`config.mk`:
```
export PLATFORM = sky130hd
export DESIGN_NAME = dma_hold_arbiter
export DESIGN_NICKNAME = d
export VERILOG_FILES = /design/src/rtl/dma_arb_pkg.sv /design/src/rtl/rr_pick.sv /design/src/rtl/dma_hold_arbiter.sv
export SDC_FILE = /design/constraint.sdc
export NUM_CORES = 1
export LEC_CHECK = 0
export BUFFER_PORTS_ARGS = -buffer_cell sky130_fd_sc_hd__buf_4
export CORE_MARGIN = 2
export CORE_UTILIZATION = 47
export DETAILED_ROUTE_END_ITERATION = 7
export GPL_ROUTABILITY_DRIVEN = 0
export PLACE_DENSITY = 0.66
export SYNTH_ARGS = -nofsm -noshare
export SYNTH_HDL_FRONTEND = slang
export SYNTH_SLANG_ARGS = --single-unit
```
`constraint.sdc`:
```
create_clock -name clk -period 1.5 [get_ports clk]
set_input_delay 0.45 -clock clk [delete_from_list [all_inputs] [get_ports clk]]
set_output_delay 0.45 -clock clk [all_outputs]
set_load 0.005 [all_outputs]
```
`src/rtl/dma_arb_pkg.sv`:
```
// Shared types and sizing helpers for the DMA/CPU bus hold arbiter and its
// round-robin picker.
package dma_arb_pkg;

    typedef logic [1:0] arb_state_t;

    localparam arb_state_t ST_IDLE     = 2'd0;
    localparam arb_state_t ST_HOLD_REQ = 2'd1;
    localparam arb_state_t ST_GRANT    = 2'd2;
    localparam arb_state_t ST_RELEASE  = 2'd3;

    localparam int BUS_SEL_CPU = 0;

    // bus_sel encodes CPU plus one code per master
    function automatic int bus_sel_w(input int n);
        return $clog2(n + 1);
    endfunction

    function automatic int idx_w(input int n);
        return (n > 1) ? $clog2(n) : 1;
    endfunction

    // counter wide enough to hold the value n itself
    function automatic int cnt_w(input int n);
        return (n < 1) ? 1 : $clog2(n + 1);
    endfunction

endpackage

```
`src/rtl/rr_pick.sv`:
```
// Combinational round-robin picker: lowest requester strictly above the last
// winner, wrapping to the lowest requester overall.
module rr_pick
    import dma_arb_pkg::*;
#(
    parameter int N = 2
) (
    input  logic [N-1:0]          req_i,
    input  logic [idx_w(N)-1:0]   last_i,
    output logic [N-1:0]          gnt_o,
    output logic [idx_w(N)-1:0]   idx_o,
    output logic                  valid_o
);

    localparam int IW = idx_w(N);

    logic [N-1:0] above;
    logic [N-1:0] masked;
    logic [N-1:0] cand;

    generate
        for (genvar gi = 0; gi < N; gi++) begin : g_mask
            assign above[gi] = (last_i < IW'(gi));
        end
    endgenerate

    assign masked  = req_i & above;
    assign cand    = (|masked) ? masked : req_i;
    assign gnt_o   = cand & (~cand + N'(1));
    assign valid_o = |req_i;

    always_comb begin
        idx_o = '0;
        for (int i = 0; i < N; i++) begin
            if (gnt_o[i]) begin
                idx_o = idx_o | IW'(i);
            end
        end
    end

endmodule

```
`src/rtl/dma_hold_arbiter.sv`:
```
// Takes the system bus from the CPU via HOLD/HLDA and lends it round-robin to
// one master at a time, with a bounded grant and a guaranteed CPU window after.
module dma_hold_arbiter
    import dma_arb_pkg::*;
#(
    parameter int NUM_REQ   = 2,
    parameter int MAX_GRANT = 64,
    parameter int CPU_GAP   = 4,
    parameter int HLDA_TO   = 255
) (
    input  logic                            clk,
    input  logic                            rst_n,
    input  logic [NUM_REQ-1:0]              req_i,
    output logic [NUM_REQ-1:0]              gnt_o,
    output logic                            cpu_hold_o,
    input  logic                            cpu_hlda_i,
    output logic [bus_sel_w(NUM_REQ)-1:0]   bus_sel_o,
    output logic                            busy_o,
    output logic                            hold_err_o,
    input  logic                            err_clr_i
);

    localparam int SW     = bus_sel_w(NUM_REQ);
    localparam int IW     = idx_w(NUM_REQ);
    localparam int GAP_W  = cnt_w(CPU_GAP);
    localparam int WAIT_W = cnt_w(HLDA_TO);
    localparam int GCNT_W = cnt_w(MAX_GRANT);

    arb_state_t          state_q, state_d;
    logic [NUM_REQ-1:0]  gnt_q, gnt_d;
    logic                hold_q, hold_d;
    logic [SW-1:0]       sel_q, sel_d;
    logic                busy_q, busy_d;
    logic                err_q, err_d;
    logic [IW-1:0]       last_q, last_d;
    logic [IW-1:0]       win_q, win_d;
    logic [GAP_W-1:0]    gap_q, gap_d;
    logic [WAIT_W-1:0]   wait_q, wait_d;
    logic [GCNT_W-1:0]   gcnt_q, gcnt_d;
    logic                err_set;

    logic [NUM_REQ-1:0]  pick_oh;
    logic [IW-1:0]       pick_idx;
    logic                pick_vld;

    rr_pick #(
        .N (NUM_REQ)
    ) u_pick (
        .req_i   (req_i),
        .last_i  (last_q),
        .gnt_o   (pick_oh),
        .idx_o   (pick_idx),
        .valid_o (pick_vld)
    );

    always_comb begin
        state_d = state_q;
        gnt_d   = gnt_q;
        hold_d  = hold_q;
        sel_d   = sel_q;
        last_d  = last_q;
        win_d   = win_q;
        gap_d   = gap_q;
        wait_d  = wait_q;
        gcnt_d  = gcnt_q;
        err_set = 1'b0;

        case (state_q)
            ST_IDLE: begin
                if (gap_q != GAP_W'(CPU_GAP)) begin
                    gap_d = gap_q + GAP_W'(1);
                end else if (|req_i) begin
                    state_d = ST_HOLD_REQ;
                    hold_d  = 1'b1;
                    wait_d  = '0;
                end
            end
            ST_HOLD_REQ: begin
                wait_d = wait_q + WAIT_W'(1);
                // requests are judged on the same cycle HLDA is seen
                if (cpu_hlda_i && pick_vld) begin
                    state_d = ST_GRANT;
                    gnt_d   = pick_oh;
                    sel_d   = SW'(pick_idx) + SW'(1);
                    win_d   = pick_idx;
                    gcnt_d  = '0;
                end else if (cpu_hlda_i) begin
                    state_d = ST_RELEASE;
                    hold_d  = 1'b0;
                end else if (wait_q == WAIT_W'(HLDA_TO - 1)) begin
                    state_d = ST_RELEASE;
                    hold_d  = 1'b0;
                    err_set = 1'b1;
                end
            end
            ST_GRANT: begin
                gcnt_d = gcnt_q + GCNT_W'(1);
                if (!(|(req_i & gnt_q)) || gcnt_q == GCNT_W'(MAX_GRANT - 1)) begin
                    state_d = ST_RELEASE;
                    gnt_d   = '0;
                    sel_d   = SW'(BUS_SEL_CPU);
                    hold_d  = 1'b0;
                    last_d  = win_q;
                end
            end
            default: begin
                // CPU window starts only once the CPU has taken the bus back
                if (!cpu_hlda_i) begin
                    state_d = ST_IDLE;
                    gap_d   = '0;
                end
            end
        endcase

        busy_d = (state_d != ST_IDLE);
        err_d  = err_set ? 1'b1 : (err_clr_i ? 1'b0 : err_q);
    end

    always_ff @(posedge clk or negedge rst_n) begin
        if (!rst_n) begin
            state_q <= ST_IDLE;
            gnt_q   <= '0;
            hold_q  <= 1'b0;
            sel_q   <= SW'(BUS_SEL_CPU);
            busy_q  <= 1'b0;
            err_q   <= 1'b0;
            last_q  <= IW'(NUM_REQ - 1);
            win_q   <= '0;
            gap_q   <= GAP_W'(CPU_GAP);
            wait_q  <= '0;
            gcnt_q  <= '0;
        end else begin
            state_q <= state_d;
            gnt_q   <= gnt_d;
            hold_q  <= hold_d;
            sel_q   <= sel_d;
            busy_q  <= busy_d;
            err_q   <= err_d;
            last_q  <= last_d;
            win_q   <= win_d;
            gap_q   <= gap_d;
            wait_q  <= wait_d;
            gcnt_q  <= gcnt_d;
        end
    end

    assign gnt_o      = gnt_q;
    assign cpu_hold_o = hold_q;
    assign bus_sel_o  = sel_q;
    assign busy_o     = busy_q;
    assign hold_err_o = err_q;

endmodule

```
==> impl_metrics.ini, run 1 <==
[setup_path]
start_kind = flip-flop
cp_max_fo = 8
crit_arrival_ps = 1870
slowest_stage = or4b_4
cp.required_ps = 1790
criticalPathCategory = flip-flop to flip-flop
slowest_delay_ps = 500
worstPathCellList = inv_2 -> ha_4 -> o211a_4 -> mux2i_4 -> or4b_4 -> o211ai_2
end_kind = flip-flop

[place]
place_ws_ps = -136.7
io_buffers = 12
dpl.hpwl_um = 2793

[route]
drc = 0
first_pass_iters = 4
wl_per_cell_um = 14.69
vias_per_cell = 5.517
drt_iter0_drc = 91
num_vias = 1462
wirelength_um = 3892
ant_nets = 0

[sta]
report.final.hold_viol_count = 26
worst_slack_ps = -76.24
slew_violations = 0
fin_crit_sh_pct = 105.1
setup_violations = 4
whs_ps = -11.43
setup_tns_ps = -164.2
rsz0062_at_grt = yes
max-slew-margin-rel_pct = 62.59
max_freq_ghz = 0.6344
clock_skew_ps = 4.303
worst_slew_pin_slew_ps = 556.2
finalWorstPathRequiredPeriod_ps = 1576

[synth]
synth.distinct_cells = 50
synth_cells = 174
synth_warnings = 0
syn-num-nets = 189
ys_ff_latch = 28
synth_edf_count = 0
ys_seq_area_share_pct = 42.29
postSynthAreaPerCell_um2 = 9.557
syn_area_um2 = 1663
synth-async-reset-ratio_pct = 100.0
ys.flop_type = dfrtp_1

[global_route]
grt_pass1_vias = 1416
grt_max_degree = 29
antenna_found_initial = 0
grt_pass1_wl_um = 6672
overflow = 0
grt_usage_pct = 20.93

[cells_and_area]
fillers = 279
fin_util_pct = 67.34
nets = 235
antennaDiodeCount = 0
regArea_um2 = 704.4
final_common_cell = buf_4
layout-drive-gt1-share_pct = 43.38
multiInputGateArea_um2 = 1057
layout_common_cells = buf_4, dfrtp_1, nand2_1
area_growth_pct = 36.19

[clock_network]
clkTransAtPathRegs_ps = 150
cts_max_level = 1
clk_path_buf_depth = 2
clock_sinks = 28
postCtsHoldBufs = 0
cts_tree = built
cts_buffers = 3
root_buffer = clkbuf_4
clock_latency_ps = 350

[power_and_ir_drop]
p_sw_share_pct = 41.16
p_switching_mw = 1.745
p_leak_nw = 0.9827
pwr-share-comb_pct = 61.5
powerDensity_nw_per_um2 = 1872
intPower_mw = 2.494
seqPwrFrac_pct = 29.3
vdd_drop_max_v = 0.001019
p_clk_share_pct = 9.2

[hold_path]
hold_class = input port to asynchronous set/reset pin

[floorplan]
initial_core_util_pct = 49.44
core.rowCount = 21
die_w_um = 63.48
core-area_um2 = 3363
dieArea_um2 = 4030
ios = 13
die_h_um = 63.48

[outcome]
status = finished with violations
violations = negative hold slack, negative setup slack

[flow_run]
maxCapViolCount = 0
## power by group through the flow
stage               Combinational [mW]  Clock (mW)  Sequential (mW)
global placement                  2.18           0             1.21
detailed placement                2.24           0             1.23
floorplan                         1.38           0             1.24
CTS                               2.40       0.389             1.22
finish                            2.61       0.392             1.24
global route                      2.86       0.422             1.27
## final timing paths
kind | startpoint | end | slack (ps) | cells past startpoint
max in group asynchronous | rst_n | gap_q[2] | 1210 | 1
min in group clk | err_clr_i | hold_err_o | 280 | 2
worst max-delay path | gap_q[0] | wait_q[7] | -80 | 6
worst min-delay path | rst_n | gcnt_q[0] | -10 | 1
worst min register to register | win_q | win_q | 540 | 1
worst max register to register | gap_q[0] | wait_q[7] | -80 | 6
## through the flow
step | instances | hold slack [ps] | total power [mW] | cell area [um^2]
after floorplan | 174 | 154.4 | 2.626 | 1710
after global placement | 259 | 385.5 | 3.382 | 2058
after global routing | 265 | 6.269 | 4.554 | 2265
final | 265 | -11.43 | 4.239 | 2265
after CTS | 264 | 6.154 | 4.008 | 2151
after detailed placement | 259 | 389.7 | 3.470 | 2058
## routing by layer
metal / GRT usage, % / routed length (um)
met5: 0 / 0
met4: 7.337 / 53
met3: 2.500 / 99
met2: 33.03 / 1825
met1: 29.67 / 1913
## worst max-delay path, delay by kind of cell (launching register included)
family          cells  cell delay, ps
mux                 1             100
compound gates      2             240
fa+ha+maj           1             130
flops               1             450
simple gates        1             500
buf+inv             1             100
## registers in the layout, indices dropped and copies added, names as in the netlist
register	flops
bus_sel_o	2
busy_o	1
cpu_hold_o	1
gap_q	3
gcnt_q	7
gnt_o	1
hold_err_o	1
last_q	1
state_q	2
wait_q	8
win_q	1
## final cells by class
class / instances / area share, %
clock buffer: 4 / 1.602
inverter: 14 / 2.320
multi-input combinational: 127 / 46.68
sequential: 28 / 31.11
tap: 46 / 2.541
timing repair buffer: 46 / 15.75
## logic make-up after synthesis
family          after synthesis  synth area share (%)
mux                           5                 3.386
buf+inv                      19                 5.117
compound gates               62                 26.94
fa+ha+maj                     9                 6.772
flops                        28                 42.29
simple gates                 51                 15.50
## what timing repair did
| item | CTS | global route |
|---|---|---|
| endpoints found under the setup margin | 16 | 23 |
| buffers inserted | 1 | 1 |
| gates resized for setup | 12 | 23 |
| pin swaps | 7 | 13 |
## cell usage after synthesis, drive strengths merged (4+ instances only)
library cell	number	area, um^2
buf	4	28.78
ha	9	112.6
o21ai	20	103.9
nand3	7	35.03
a21oi	7	35.03
nor2	5	18.77
nand2	21	78.83
nand2b	5	31.28
inv	14	52.55
a22o	7	67.57
dfrtp	26	650.6
o211ai	4	35.03
(Power assumes the default switching activity.)
==> run 2: changes to the inputs <==
Clock period 1.5 ns to 1.35 ns, I/O delays scaled along.
==> impl_metrics.ini, run 2 (same netlist as run 1, synthesis figures left out) <==
[power_and_ir_drop]
vdd_drop_max_v = 0.001919
pwr-share-comb_pct = 72.3
seqPwrFrac_pct = 21.4
p_leak_nw = 1.219
p_switching_mw = 2.683
p_sw_share_pct = 42.54
p_clk_share_pct = 6.3
powerDensity_nw_per_um2 = 2277
intPower_mw = 3.625

[cells_and_area]
area_growth_pct = 66.59
largest_register_ffs = 8
largest-register = wait_q
postLayoutCellArea_um2 = 2770
layout-drive-gt1-share_pct = 60.08
nets = 274
antennaDiodeCount = 0
final_common_cell = buf_4
largestRegisters = wait_q (8), gcnt_q (7), gap_q (3)
layout_common_cells = buf_4, dfrtp_1, buf_6

[setup_path]
start_kind = flip-flop
cp_max_fo = 7
regToRegEndpoint = gnt_o[0]
rrSetupSlack_ps = -340
cp.required_ps = 1600
r2r_cells = 7
r2r-start = state_q[0]
criticalPathCategory = flip-flop to flip-flop
end_kind = flip-flop
crit_arrival_ps = 1940

[clock_network]
cts_tree = built
cts_buffers = 3
clk_path_buf_depth = 2
clkTransAtPathRegs_ps = 160
clock_latency_ps = 350
cts_max_level = 1
root_buffer = clkbuf_4
clock_sinks = 28

[floorplan]
die_w_um = 63.48
core-area_um2 = 3363
core.rowCount = 21
ios = 13
initial_core_util_pct = 49.44
dieArea_um2 = 4030
die_h_um = 63.48

[sta]
rsz0062_at_grt = yes
fin_crit_sh_pct = 125.1
max_freq_ghz = 0.5920
worst_slack_ps = -339.2
report.final.hold_viol_count = 0
setup_violations = 28
slew_violations = 0
clock_skew_ps = 2.609
finalWorstPathRequiredPeriod_ps = 1689
worst_slew_pin_slew_ps = 574.9
max-slew-margin-rel_pct = 61.33
setup_tns_ps = -4797

[route]
topRoutingLayerUsed = met4
first_pass_iters = 4
num_vias = 1814
vias_per_cell = 5.967
drt-met1-wl_um = 2245
ant_nets = 0
drt_iter0_drc = 129
wl_met2_um = 3076
route.met3.wl_um = 334
drc = 0
wl_per_cell_um = 19.49
wirelength_um = 5926

[global_route]
grt_pass1_wl_um = 8535
overflow = 0
grt_usage_pct = 26.96
antenna_found_initial = 0
grt_max_degree = 29
grt_pass1_vias = 1786

[place]
placed_cell_area_um2 = 2193
place_ws_ps = -299.6
dpl.hpwl_um = 3095
io_buffers = 12

[outcome]
status = finished with violations
violations = negative setup slack

[hold_path]
hold_end = hold_err_o
min_path_cells = 2
hold_class = input port to flip-flop
min_from = err_clr_i

[flow_run]
maxCapViolCount = 0
run 2: cell types whose count changed in the layout (fill, tap and decap cells not counted), sizes merged:
cell | previous run | this run
buf | 46 | 83
dlygate4sd3 | 0 | 1
mux2i | 3 | 4
run 2: metrics by stage:
step                      util [%]  power [mW]  hold slack, ps  cells
after floorplan                  -       2.968           109.4    174
after global placement       65.22       4.066           342.1    275
after detailed placement     65.22       4.204           350.0    275
after CTS                    75.11       5.385           240.5    291
after global routing         82.37       6.600           224.8    304
final                        82.37       6.308           227.2    304
run 2: layout make-up:
type	count	area, um^2
Tap cell	46	57.56
Sequential cell	28	704.4
Inverter	14	60.06
Timing Repair Buffer	84	708.2
Multi-Input combinational cell	128	1214
Fill cell	189	593.1
Clock buffer	4	26.28
run 2: worst max-delay path by stage:
stage                     startpoint         end  slack [ps]  depth (start not counted)
after floorplan             gap_q[1]   wait_q[7]        -130                          6
after global placement      req_i[0]   wait_q[3]        -230                          5
after detailed placement    req_i[0]   wait_q[3]        -300                          5
after CTS                  gcnt_q[0]  cpu_hold_o        -220                          5
after global routing      state_q[0]    gnt_o[0]        -390                          7
final                     state_q[0]    gnt_o[0]        -340                          7
run 2: power by group through the flow:
stage               Clock [mW]  Sequential, mW  Combinational (mW)
finish                   0.397            1.35                4.56
global route             0.433            1.37                4.80
CTS                      0.390            1.32                3.68
detailed placement           0            1.32                2.88
global placement             0            1.31                2.76
floorplan                    0            1.38                1.59
run 2: critical path, stage by stage, from the launching register on:
cell,delay (ps)
dfrtp_2,470
buf_6,130
ha_4,200
o211ai_1,150
buf_4,220
nor2_4,50
a21oi_1,220
o2bb2ai_1,130
run 2: layer usage:
| layer | up-vias | track usage [%] |
|---|---|---|
| met5 | - | 0 |
| met4 | 0 | 12.23 |
| met3 | 27 | 4.107 |
| met2 | 85 | 46.45 |
| met1 | 897 | 33.07 |
| li1 | 805 | - |
run 2: what timing repair did:
action | 4_1_cts | 5_1_grt
gates resized for setup | 51 | 42
cloned | 1 | 0
pin swaps | 18 | 23
hold buffers | 1 | 0
hold endpoints to repair | 26 | 0
setup endpoints to repair | 30 | 32
buffers inserted | 12 | 14
==> run 3: changes to the inputs <==
Settings changed: PLACE_DENSITY 0.66 to 0.64.
Clock period 1.35 ns to 1.6 ns, I/O delays scaled along.
==> impl_metrics.ini, run 3 (same netlist as run 1, synthesis figures left out) <==
[outcome]
status = finished, final reports clean

[floorplan]
die_h_um = 63.48
core-area_um2 = 3363
core.rowCount = 21
ios = 13
die_w_um = 63.48
initial_core_util_pct = 49.44
dieArea_um2 = 4030

[cells_and_area]
largestRegisters = wait_q (8), gcnt_q (7), gap_q (3)
nets = 244
largest_register_ffs = 8
area_growth_pct = 37.92
largest-register = wait_q
layout-drive-gt1-share_pct = 42.11
antennaDiodeCount = 0
layout_common_cells = buf_4, dfrtp_1, nand2_1
final_common_cell = buf_4
fin_util_pct = 68.19

[setup_path]
regToRegEndpoint = busy_o
cp_max_fo = 4
start_kind = flip-flop
criticalPathCategory = flip-flop to flip-flop
cp.required_ps = 1820
end_kind = flip-flop
r2r_cells = 7
r2r-start = gap_q[0]
rrSetupSlack_ps = 3
crit_arrival_ps = 1820

[sta]
report.final.hold_viol_count = 0
setup_tns_ps = 0
rsz0062_at_grt = yes
slew_violations = 0
max_freq_ghz = 0.6260
whs_ps = 20.30
clock_skew_ps = 5.138
fin_crit_sh_pct = 99.84
max-slew-margin-rel_pct = 73.45
setup_violations = 0
worst_slew_pin_slew_ps = 394.7
worst_slack_ps = 2.508
finalWorstPathRequiredPeriod_ps = 1597

[route]
ant_nets = 0
drt_iter0_drc = 66
wirelength_um = 4145
vias_per_cell = 5.620
num_vias = 1540
wl_per_cell_um = 15.13
first_pass_iters = 4
drc = 0

[power_and_ir_drop]
vdd_drop_max_v = 0.001078
fin_total_pwr_mw = 4.255
p_leak_nw = 1.014
powerDensity_nw_per_um2 = 1855

[global_route]
grt_pass1_vias = 1582
grt_usage_pct = 21.79
grt_max_degree = 29
antenna_found_initial = 0
grt_pass1_wl_um = 7072
overflow = 0

[clock_network]
postCtsHoldBufs = 0
clk_path_buf_depth = 2
clock_latency_ps = 340
cts_max_level = 1
clock_sinks = 28
cts_buffers = 3
clkTransAtPathRegs_ps = 150
root_buffer = clkbuf_4
cts_tree = built

[hold_path]
hold_class = input port to asynchronous set/reset pin

[flow_run]
maxCapViolCount = 0

[place]
place_ws_ps = -227.4
io_buffers = 12
dpl.hpwl_um = 2789
## run 3: metal layers
layer | track usage [%] | up-vias | share of wire [%]
met5 | 0 | - | 0
met4 | 6.793 | 0 | 2.3
met3 | 3.750 | 13 | 4.9
met2 | 38.68 | 41 | 51
met1 | 26.77 | 739 | 42
li1 | - | 747 | -
## run 3: layout make-up
type | count | area (um^2)
Multi-Input combinational cell | 128 | 1015
Inverter | 14 | 52.55
Fill cell | 278 | 1070
Clock buffer | 4 | 36.28
Timing Repair Buffer | 54 | 429.2
Sequential cell | 28 | 703.2
Tap cell | 46 | 57.56
## run 3: worst max-delay path by stage
stage / end / startpoint
after floorplan: wait_q[5] / state_q[0]
after global placement: wait_q[2] / req_i[0]
after detailed placement: wait_q[4] / req_i[0]
after CTS: wait_q[7] / gap_q[0]
after global routing: wait_q[5] / state_q[1]
final: busy_o / gap_q[0]
## run 3: critical path, cell delays in order (launching register included)
cell and delay [ps]:
dfrtp_1 410, inv_2 60, ha_4 160, o211a_4 160, buf_4 160, a211oi_2 240, a22o_1 190, o211ai_1 100
## run 3: timing repair
item / CTS / global route
pin swaps: 5 / 10
gates resized for setup: 15 / 21
endpoints found under the setup margin: 15 / 18
gates cloned: 1 / 0
setup buffers: 8 / 4
## run 3: power breakdown
part	switching [mW]	internal, mW	total, mW	leakage (nW)
logic	1.29	1.46	2.75	0.635
clock network	0.218	0.140	0.358	0.0210
registers	0.191	0.956	1.15	0.359
total	1.70	2.56	4.26	1.01
## run 3: metrics by stage
stage / cell area [um^2] / cells
3_3_place_gp: 2003 / 257
6_report: 2293 / 274
3_5_place_dp: 2003 / 257
4_1_cts: 2190 / 270
5_1_grt: 2293 / 274
2_1_floorplan: 1665 / 174
